===== src/rtl/sisc_ifetch.sv =====
// SISC instruction fetch unit: owns PC and IR, fetches through a req/ack
// handshake, decodes IR fields and applies BRA/BRR/BNE redirection.
//
// state | meaning
// IDLE  | no instruction held yet, waiting for fetch_req
// REQ   | read outstanding on imem, waiting for imem_ack
// HOLD  | IR holds an instruction; branch evaluation or next fetch allowed
module sisc_ifetch #(
    parameter int                ADDR_W   = 16,
    parameter int                DATA_W   = 32,
    parameter logic [ADDR_W-1:0] RESET_PC = '0
) (
    input  logic              clk,
    input  logic              rst,
    input  logic              fetch_req,
    input  logic              br_req,
    input  logic [3:0]        stat,
    output logic              imem_rd,
    output logic [ADDR_W-1:0] imem_addr,
    input  logic [DATA_W-1:0] imem_data,
    input  logic              imem_ack,
    output logic              ir_valid,
    output logic              busy,
    output logic [3:0]        opcode,
    output logic [3:0]        mm,
    output logic [3:0]        rd_addr,
    output logic [3:0]        rs_addr,
    output logic [3:0]        rt_addr,
    output logic [15:0]       imm,
    output logic [ADDR_W-1:0] pc,
    output logic              br_taken,
    output logic              halted
);

    typedef enum logic [1:0] {S_IDLE, S_REQ, S_HOLD} state_t;

    localparam logic [3:0] OP_BRA = 4'd4;
    localparam logic [3:0] OP_BRR = 4'd5;
    localparam logic [3:0] OP_BNE = 4'd6;
    localparam logic [3:0] OP_HLT = 4'd15;

    state_t            state_q, state_d;
    logic [ADDR_W-1:0] pc_q, pc_d;
    logic [ADDR_W-1:0] addr_q, addr_d;
    logic [DATA_W-1:0] ir_q, ir_d;
    logic              valid_q, valid_d;
    logic              rd_q, rd_d;
    logic              taken_q, taken_d;
    logic              halted_q, halted_d;
    logic              pend_q, pend_d;

    logic              cond;
    logic              br_hit;
    logic [ADDR_W-1:0] br_target;
    logic              issue;

    // Branch condition and target, evaluated against the already-incremented PC.
    always_comb begin
        cond      = |(ir_q[27:24] & stat);
        br_hit    = 1'b0;
        br_target = pc_q;
        case (ir_q[31:28])
            OP_BRA: begin
                br_hit    = (ir_q[27:24] == 4'd0) || cond;
                br_target = ADDR_W'(ir_q[15:0]);
            end
            OP_BRR: begin
                br_hit    = (ir_q[27:24] == 4'd0) || cond;
                br_target = pc_q + ADDR_W'($signed(ir_q[15:0]));
            end
            OP_BNE: begin
                br_hit    = !cond;
                br_target = ADDR_W'(ir_q[15:0]);
            end
            default: begin
                br_hit    = 1'b0;
                br_target = pc_q;
            end
        endcase
    end

    // Next-state logic: fetch handshake, branch redirect, deferred fetch.
    always_comb begin
        state_d  = state_q;
        pc_d     = pc_q;
        addr_d   = addr_q;
        ir_d     = ir_q;
        valid_d  = valid_q;
        rd_d     = rd_q;
        taken_d  = 1'b0;
        halted_d = halted_q;
        pend_d   = pend_q;
        issue    = 1'b0;
        case (state_q)
            S_IDLE: begin
                issue = fetch_req && !halted_q;
            end
            S_REQ: begin
                if (imem_ack) begin
                    ir_d    = imem_data;
                    pc_d    = pc_q + ADDR_W'(1);
                    valid_d = 1'b1;
                    rd_d    = 1'b0;
                    state_d = S_HOLD;
                    if (imem_data[31:28] == OP_HLT) begin
                        halted_d = 1'b1;
                    end
                end
            end
            S_HOLD: begin
                if (pend_q) begin
                    issue = 1'b1;
                end else if (br_req) begin
                    if (br_hit) begin
                        pc_d    = br_target;
                        taken_d = 1'b1;
                    end
                    // a fetch requested alongside the branch waits for the new PC
                    pend_d = fetch_req && !halted_q;
                end else begin
                    issue = fetch_req && !halted_q;
                end
            end
            default: begin
                state_d = S_IDLE;
            end
        endcase
        if (issue) begin
            state_d = S_REQ;
            rd_d    = 1'b1;
            addr_d  = pc_q;
            pend_d  = 1'b0;
        end
    end

    // State and datapath registers with synchronous reset.
    always_ff @(posedge clk) begin
        if (rst) begin
            state_q  <= S_IDLE;
            pc_q     <= RESET_PC;
            addr_q   <= '0;
            ir_q     <= '0;
            valid_q  <= 1'b0;
            rd_q     <= 1'b0;
            taken_q  <= 1'b0;
            halted_q <= 1'b0;
            pend_q   <= 1'b0;
        end else begin
            state_q  <= state_d;
            pc_q     <= pc_d;
            addr_q   <= addr_d;
            ir_q     <= ir_d;
            valid_q  <= valid_d;
            rd_q     <= rd_d;
            taken_q  <= taken_d;
            halted_q <= halted_d;
            pend_q   <= pend_d;
        end
    end

    assign imem_rd   = rd_q;
    assign imem_addr = addr_q;
    assign busy      = rd_q;
    assign ir_valid  = valid_q;
    assign pc        = pc_q;
    assign br_taken  = taken_q;
    assign halted    = halted_q;
    assign opcode    = ir_q[31:28];
    assign mm        = ir_q[27:24];
    assign rd_addr   = ir_q[23:20];
    assign rs_addr   = ir_q[19:16];
    assign rt_addr   = ir_q[15:12];
    assign imm       = ir_q[15:0];

endmodule


===== config.mk =====
export PLATFORM = sky130hd
export DESIGN_NAME = sisc_ifetch
export DESIGN_NICKNAME = d
export VERILOG_FILES = /design/src/rtl/sisc_ifetch.sv
export SDC_FILE = /design/constraint.sdc
export NUM_CORES = 1
export LEC_CHECK = 0
export ABC_CLOCK_PERIOD_IN_PS = 4200
export CAP_MARGIN = 20
export CORE_MARGIN = 1
export CORE_UTILIZATION = 39
export DETAILED_ROUTE_END_ITERATION = 10
export DONT_BUFFER_PORTS = 1
export PLACE_DENSITY = 0.61
export SYNTH_ARGS = -nofsm -noshare
export SYNTH_HDL_FRONTEND = slang
export SYNTH_SLANG_ARGS = --single-unit

===== constraint.sdc =====
create_clock -name clk -period 4.2 [get_ports clk]
set_input_delay 0.84 -clock clk [delete_from_list [all_inputs] [get_ports clk]]
set_output_delay 0.84 -clock clk [all_outputs]
set_load 0.01 [all_outputs]

Yosys cells after proc, flatten, opt, wreduce, memory -nomap -nowiden. Index checks and enable logic that the tools add are counted.

Register bits after elaboration: 71. Output and inout bits: 73.

Add/subtract/negate cells: 2. Eq/ne operators: 13. Mux-type cells: 19. Bitwise gates (word level): 4. Reduce and logical (&&, ||, !) cells: 21.

Operator list (number): $mux 16 (4); $pmux 16 s2 (2); $add 16x1->16 const B (1); $add 16x16->16 (1); $eq 4x3->1 const B (3); $mux 1 (9); $ne 2x2->1 const B (4); $reduce_and 2->1 (4); $reduce_or 2->1 (4); $reduce_or 4->1 (2); $reduce_and 6->1 (1); $reduce_bool 2->1 (3); $and 4x4->4 (1); $eq 4x4->1 const B (1); $logic_not 4->1 (1); $pmux 1 s2 (2); $pmux 2 s2 (1); $ne 3x2->1 const B (1); $ne 3x3->1 const B (1); $not 1->1 (3); $reduce_and 3->1 (1); $eq 2x1->1 const B (1); $eq 2x2->1 const B (1); $logic_not 1->1 (2); 5 further kinds (5).

Longest topological paths before layout.
Word-level depth: 8. Depth in mapped cells: 8.

Worst setup path before layout. No wires, ideal clock.

Kind: reg2reg. Start point: reg pc_q[0] (netlist: pc[0]). End point: reg pc_q[10] (netlist: pc[10]). Library setup time: 129 ps. Arrival: 2239 ps. Slack: 1832 ps. Cell stages (with the launch flop): 9. Period minus slack after synthesis: 2368 ps. Path through: dfxtp_1 -> ha_1 -> fa_1 -> a21o_1 -> a221oi_1 -> o21ai_0 -> xor2_1 -> a21oi_1 -> o32ai_1.

Longest elaborated chain between the ends: 6.

Ends and longest elaborated chain: start: declaration (RTL line 43) `logic [ADDR_W-1:0] pc_q, pc_d;`; start signal: assignment (RTL line 150) `pc_q <= pc_d;`; $add 16x16->16 (RTL line 69) `br_target = pc_q + ADDR_W'($signed(ir_q[15:0]));`; $pmux 16 s2 (RTL line 62) `case (ir_q[31:28])`; $mux 16 (RTL line 114) `if (br_hit) begin`; $mux 16 (RTL line 113) `end else if (br_req) begin`; $mux 16 (RTL line 111) `if (pend_q) begin`; $pmux 16 s2 (*) (RTL line 94) `case (state_q)`.

Every way passes the cells marked *; elsewhere a longest branch is shown, timed or not. The select of a mux whose other input is x is not followed. A chain may end at the register's enable or synchronous reset.

Worst setup path in the final report. Same ends and word-level chain as after synthesis.

==> flow_summary.json <==
{
  "die-area_um2": 10900,
  "min_path_type": "flip-flop to flip-flop",
  "num_vias": 3659,
  "cts_buffer_depth": 2,
  "final.setup.tns_ns": 0,
  "regArea_um2": 1420,
  "cts_made_buffers": 9,
  "ctsResizeCount": 0,
  "layout_commonest_cell": "nand2_1",
  "most-common-layout-cells": "nand2_1, dfxtp_1, a21oi_1",
  "antenna_found_initial": 0,
  "drive_gt1_frac": 0.0726,
  "die_h_um": 104,
  "synth_cell_types": 58,
  "syn_area_per_cell_um2": 7.93,
  "yosys_warnings": 0,
  "antennaDiodeCount": 0,
  "r2r_slack_ns": 1.48,
  "wirelength_um": 11300,
  "final_nets": 550,
  "syn_area_um2": 4080,
  "clock-sinks": 71,
  "via_per_inst": 5.82,
  "finalSetupViolations": 0,
  "muxShareOfSynthArea": 0.0542,
  "grt_pass1_wl_um": 18500,
  "synth_seq_area_share": 0.348,
  "multi_input_area_um2": 2460,
  "relSlewSlack": 0.446,
  "htree_levels": 3,
  "ctsHoldBuffers": 0,
  "slowest_delay_ns": 0.62,
  "synthAdderAreaFrac": 0.0539,
  "finalClockSkew_ns": 0.00683,
  "power_per_cell_area_nw_per_um2": 349,
  "ys_ff_latch": 71,
  "io_pins": 114,
  "post-route-min-period_ns": 2.72,
  "synth-compound-area-share": 0.244,
  "cap_violations": 0,
  "gp_congestion": 0.827,
  "cp_max_fo": 9,
  "wl_per_cell_um": 17.9,
  "die_x_um": 104,
  "worstMarginPinSlew_ns": 0.830,
  "fin_crit_sh": 0.648,
  "hold_slack_ns": 0.504,
  "detail-route-antenna-nets": 0,
  "critPathLaunchType": "flip-flop",
  "synth-xor-area-share": 0.0322,
  "drt_iter0_drc": 221,
  "grt_max_degree": 70,
  "drc_errors": 0,
  "cpMaxStageDelayCell": "a221oi_1",
  "insertion_delay_ns": 0.35,
  "fillers": 989,
  "p_leak_nw": 1.64,
  "num_rows": 36,
  "synth_edf_count": 0,
  "clock.fmax_mhz": 368,
  "hold_violations": 0,
  "io_buffers": 0,
  "layout_setup_ws_ns": 1.48,
  "synthFlopType": "dfxtp_1",
  "syn_to_final_growth_pct": 6.74,
  "async_reset_ff_frac": 0,
  "report.final.slew_viol_count": 0,
  "first_global_vias": 3621,
  "required_ns": 4.43,
  "core-area_um2": 9950,
  "path_cells": "ha_1 -> fa_1 -> a21o_1 -> a221oi_1 -> o21ai_0 -> xor2_1 -> a21oi_1 -> o32ai_1",
  "rsz0062_at_grt": "false",
  "root_buffer": "clkbuf_8",
  "cts_setup_buffers": 0,
  "dr.pass1.iters": 4,
  "path_clk_slew_ns": 0.08,
  "endpoint_kind": "flip-flop",
  "cts_tree": "built",
  "post-dp-hpwl_um": 7800,
  "syn_inst": 515,
  "cp.arrival_ns": 2.95,
  "status": "finished clean",
  "dp_slack_ns": 1.52,
  "overflow": 0,
  "grt_usage": 0.213,
  "critical_path_class": "flip-flop to flip-flop",
  "synth-simple-area-share": 0.217,
  "start_util": 0.410,
  "ir_drop_mv": 0.208,
  "syn_nets": 573,
  "synth_top_family_by_area": "compound AO/OA/AOI/OAI gates"
}
## per-layer routing
metal / part of all wire / up-vias / global-route usage
li1: - / 1799 / -
met1: 0.43 / 1685 / 0.272
met2: 0.46 / 160 / 0.332
met3: 0.087 / 15 / 0.0689
met4: 0.018 / 0 / 0.0786
met5: 0 / - / 0
## cells by family after synthesis
logic type,after synthesis
AND/OR/NAND/NOR,195
multiplexers,22
XOR/XNOR,15
adder cells (fa/ha/maj),17
buffers and inverters,46
flip-flops,71
AO/OA/AOI/OAI,149
## report_power, final
| group | switching, mW | internal, mW |
|---|---|---|
| Sequential | 0.0356 | 0.692 |
| Clock | 0.266 | 0.408 |
| Combinational | 0.0743 | 0.0461 |
| Total | 0.376 | 1.15 |
## worst max-delay path, delay by kind of cell (launching register included)
family	cells	cell delay, ns
AO/OA/AOI/OAI	5	1.28
adder cells (fa/ha/maj)	2	0.70
flip-flops	1	0.44
XOR/XNOR	1	0.18
## layout make-up
class	instances	area share
clock buffer	10	0.0316
clock inverter	5	0.0244
inverter	7	0.00603
multi-input combinational	398	0.565
sequential	71	0.326
tap	133	0.0382
timing repair buffer	5	0.00861
## Yosys cell counts (3+ instances only)
master / n / area [um2]
o211ai_1: 8 / 60.1
xnor2_1: 7 / 61.3
a31oi_1: 5 / 31.3
inv_1: 7 / 26.3
a211oi_1: 8 / 60.1
buf_4: 5 / 37.5
xor2_1: 8 / 70.1
a21o_1: 9 / 67.6
nand3_1: 10 / 50.1
and3_1: 4 / 25.0
a21oi_1: 62 / 310
dfxtp_1: 71 / 1420
nand2b_1: 3 / 18.8
o31ai_1: 3 / 22.5
nor2b_1: 3 / 18.8
nand2_1: 96 / 360
nor3b_1: 3 / 22.5
o21ai_0: 19 / 95.1
a32o_1: 3 / 30.0
nor2_1: 37 / 139
ha_1: 16 / 200
nand4_1: 9 / 56.3
clkbuf_1: 30 / 113
or3_1: 3 / 18.8
and4_1: 5 / 43.8
nor3_1: 10 / 50.1
and2_1: 6 / 37.5
a22oi_1: 3 / 22.5
mux2i_1: 21 / 210
## path summary, 6_finish.rpt
kind | start | end | cells past startpoint
worst min-delay path | ir_q[17] | ir_q[17] | 2
worst max register to register | pc[0] | pc[10] | 8
worst min register to register | ir_q[17] | ir_q[17] | 2
worst max-delay path | pc[0] | pc[10] | 8
## flip-flops by register name, indices dropped and copies added, names as in the netlist
| signal | cells |
|---|---|
| pend_q | 1 |
| busy | 1 |
| pc | 16 |
| ir_valid | 1 |
| halted | 1 |
| state_q | 2 |
| br_taken | 1 |
| ir_q | 32 |
| imem_addr | 16 |
## metrics by stage
step	std cells	instance area [um2]	util	total power, mW
finish	629	4360	0.438	1.52
global route	629	4360	0.438	1.59
CTS	629	4360	0.438	1.54
detailed placement	614	4120	0.413	0.864
global placement	614	4120	0.413	0.860
floorplan	515	4080	-	0.844
Note: power is estimated with default switching activity, not from simulation.
==> patch: new RTL, same settings <==
Encoding of `state_t`: now one-hot (3 bits for 3 states).
--- a/src/rtl/sisc_ifetch.sv
+++ b/src/rtl/sisc_ifetch.sv
@@ -32,7 +32,7 @@
     output logic              halted
 );
 
-    typedef enum logic [1:0] {S_IDLE, S_REQ, S_HOLD} state_t;
+    typedef enum logic [2:0] {S_IDLE = 3'b001, S_REQ = 3'b010, S_HOLD = 3'b100} state_t;
 
     localparam logic [3:0] OP_BRA = 4'd4;
     localparam logic [3:0] OP_BRR = 4'd5;
Check against the original RTL: no difference found for any inputs over 4 cycles, from zero or initial values and one cycle with rst high; so few cycles prove little.
==> patch against the unedited design <==
  * First-iteration DRC count fell by 25%
  * Synthesized area is 1.9% lower
  * Sequential cell count grew 1
  * Final area fell by 1.6%
  * Worst setup slack better by 0.035 ns
  * Wire length down 1.1%
  * Die area down 1.8%
  * Clock skew up 0.0064 ns
Power is not compared: it rests on default switching activity, and its combinational part moved more than twofold at a synthesized area within 25%.
==> patch: results (changes against the unedited design) <==
Finish
  – Nets: 547 (-0.55%)
  – Fillers: 1027 (+3.8%)
  – Share of layout cells above drive strength 1: 0.0709 (-0.00173)
  – Max reg flops: 32 (unchanged)

Worst setup path
  – CP Max Fanout: 8 (-1)
  – CP max stage cell: dfxtp_1
  – Max incr delay on CP: 0.55 ns (-0.07 ns)

CTS
  – Clock Latency Late Sink: between 0.3 and 0.4 ns
  – Total CTS buffers: 9 (unchanged)

Drt
  – Avg Vias per Cell: 5.79 (-0.50%)
  – Initial drt markers: 165 (-25%)
  – Wire length per cell: 17.8 µm (-0.75%)

Placed design
  – Placer Congestion: 0.897 (+8.4%)
  – DP HPWL: 7.91 mm (+1.3%)
  – Place WS: 1.62 ns (+0.101 ns)

Logic synthesis
  – Fraction of the yosys area taken by sequential cells: 0.360 (+0.0116)
  – Commonest cells in the netlist: nand2_1, dfxtp_1, a21oi_1
  – Dominant cells by area after synthesis: dfxtp_1, nand2_1, a21oi_1
  – Post-synthesis cell type count: 60 (+3.4%)
  – Syn Nets: 566 (-1.2%)

STA
  – Hold Slack: 0.502 ns (-0.00206 ns)

GRT
  – Total track usage: 0.211 (-0.00139)
  – Global-route wire length before repair: 17.2 mm (-7.2%)

Pwr
  – LEAKAGE: approximately 1.5 nW

Run status
  – Status: completed
patch: cell types whose count changed after synthesis, moves of 4 or more:
cell,delta
clkbuf_1,-6
nand4_1,-5
o21ai_1,+5
nand2_1,+5
o211ai_1,-4
a211oi_1,-7
and2_1,-5
a21o_1,-5
nor2_1,+5
patch: area by class of cell:
| type | instances | area (µm²) | share of cell area |
|---|---|---|---|
| Multi-Input combinational cell | 395 | 2380 | 0.554 |
| Clock buffer | 10 | 138 | 0.0321 |
| Tap cell | 133 | 166 | 0.0388 |
| Clock inverter | 6 | 91.3 | 0.0213 |
| Sequential cell | 72 | 1440 | 0.336 |
| Inverter | 7 | 26.3 | 0.00612 |
| Timing Repair Buffer | 4 | 50.0 | 0.0117 |
patch: power by group:
part / internal, W / total [W] / switching (W) / leakage [nW]
Clock: 0.000354 / 0.000645 / 0.000291 / 0.117
Sequential: 0.000689 / 0.000704 / 0.0000144 / 0.581
Combinational: 0.0000247 / 0.0000572 / 0.0000325 / 0.781
patch: per-stage QoR:
stage,instance area [µm²],util,std cells
after CTS,4290,0.435,627
after detailed placement,4060,0.412,611
after floorplan,4010,-,508
after global placement,4030,0.409,610
after global routing,4290,0.435,627
final,4290,0.435,627
patch: worst min-delay path, stage by stage (launching register included):
cell and delay [ns]:
dfxtp_1 0.35, nand2_1 0.06, a21oi_1 0.05
patch: cell families (layout without fill, tap and decap cells):
logic type	count (synthesis)	after routing	share of synthesized area
AND/OR/NAND/NOR	203	203	0.231
AO/OA/AOI/OAI	141	141	0.226
flip-flops	72	72	0.360
buffers and inverters	41	27	0.0478
multiplexers	19	19	0.0475
adder cells (fa/ha/maj)	17	17	0.0549
XOR/XNOR	15	15	0.0328
patch: routing by layer:
layer,global-route usage,vias up,part of all wire
met5,0,-,0
met4,0.0802,0,0.016
met3,0.0598,16,0.087
met2,0.354,155,0.48
met1,0.257,1685,0.42
li1,-,1773,-
patch: worst paths after layout:
check / from / to / depth (start not counted)
setup / recovery: pc[0] / pc[12] / 9
hold / removal: ir_q[19] / ir_q[19] / 2
setup reg to reg: pc[0] / pc[12] / 9
hold reg to reg: ir_q[19] / ir_q[19] / 2
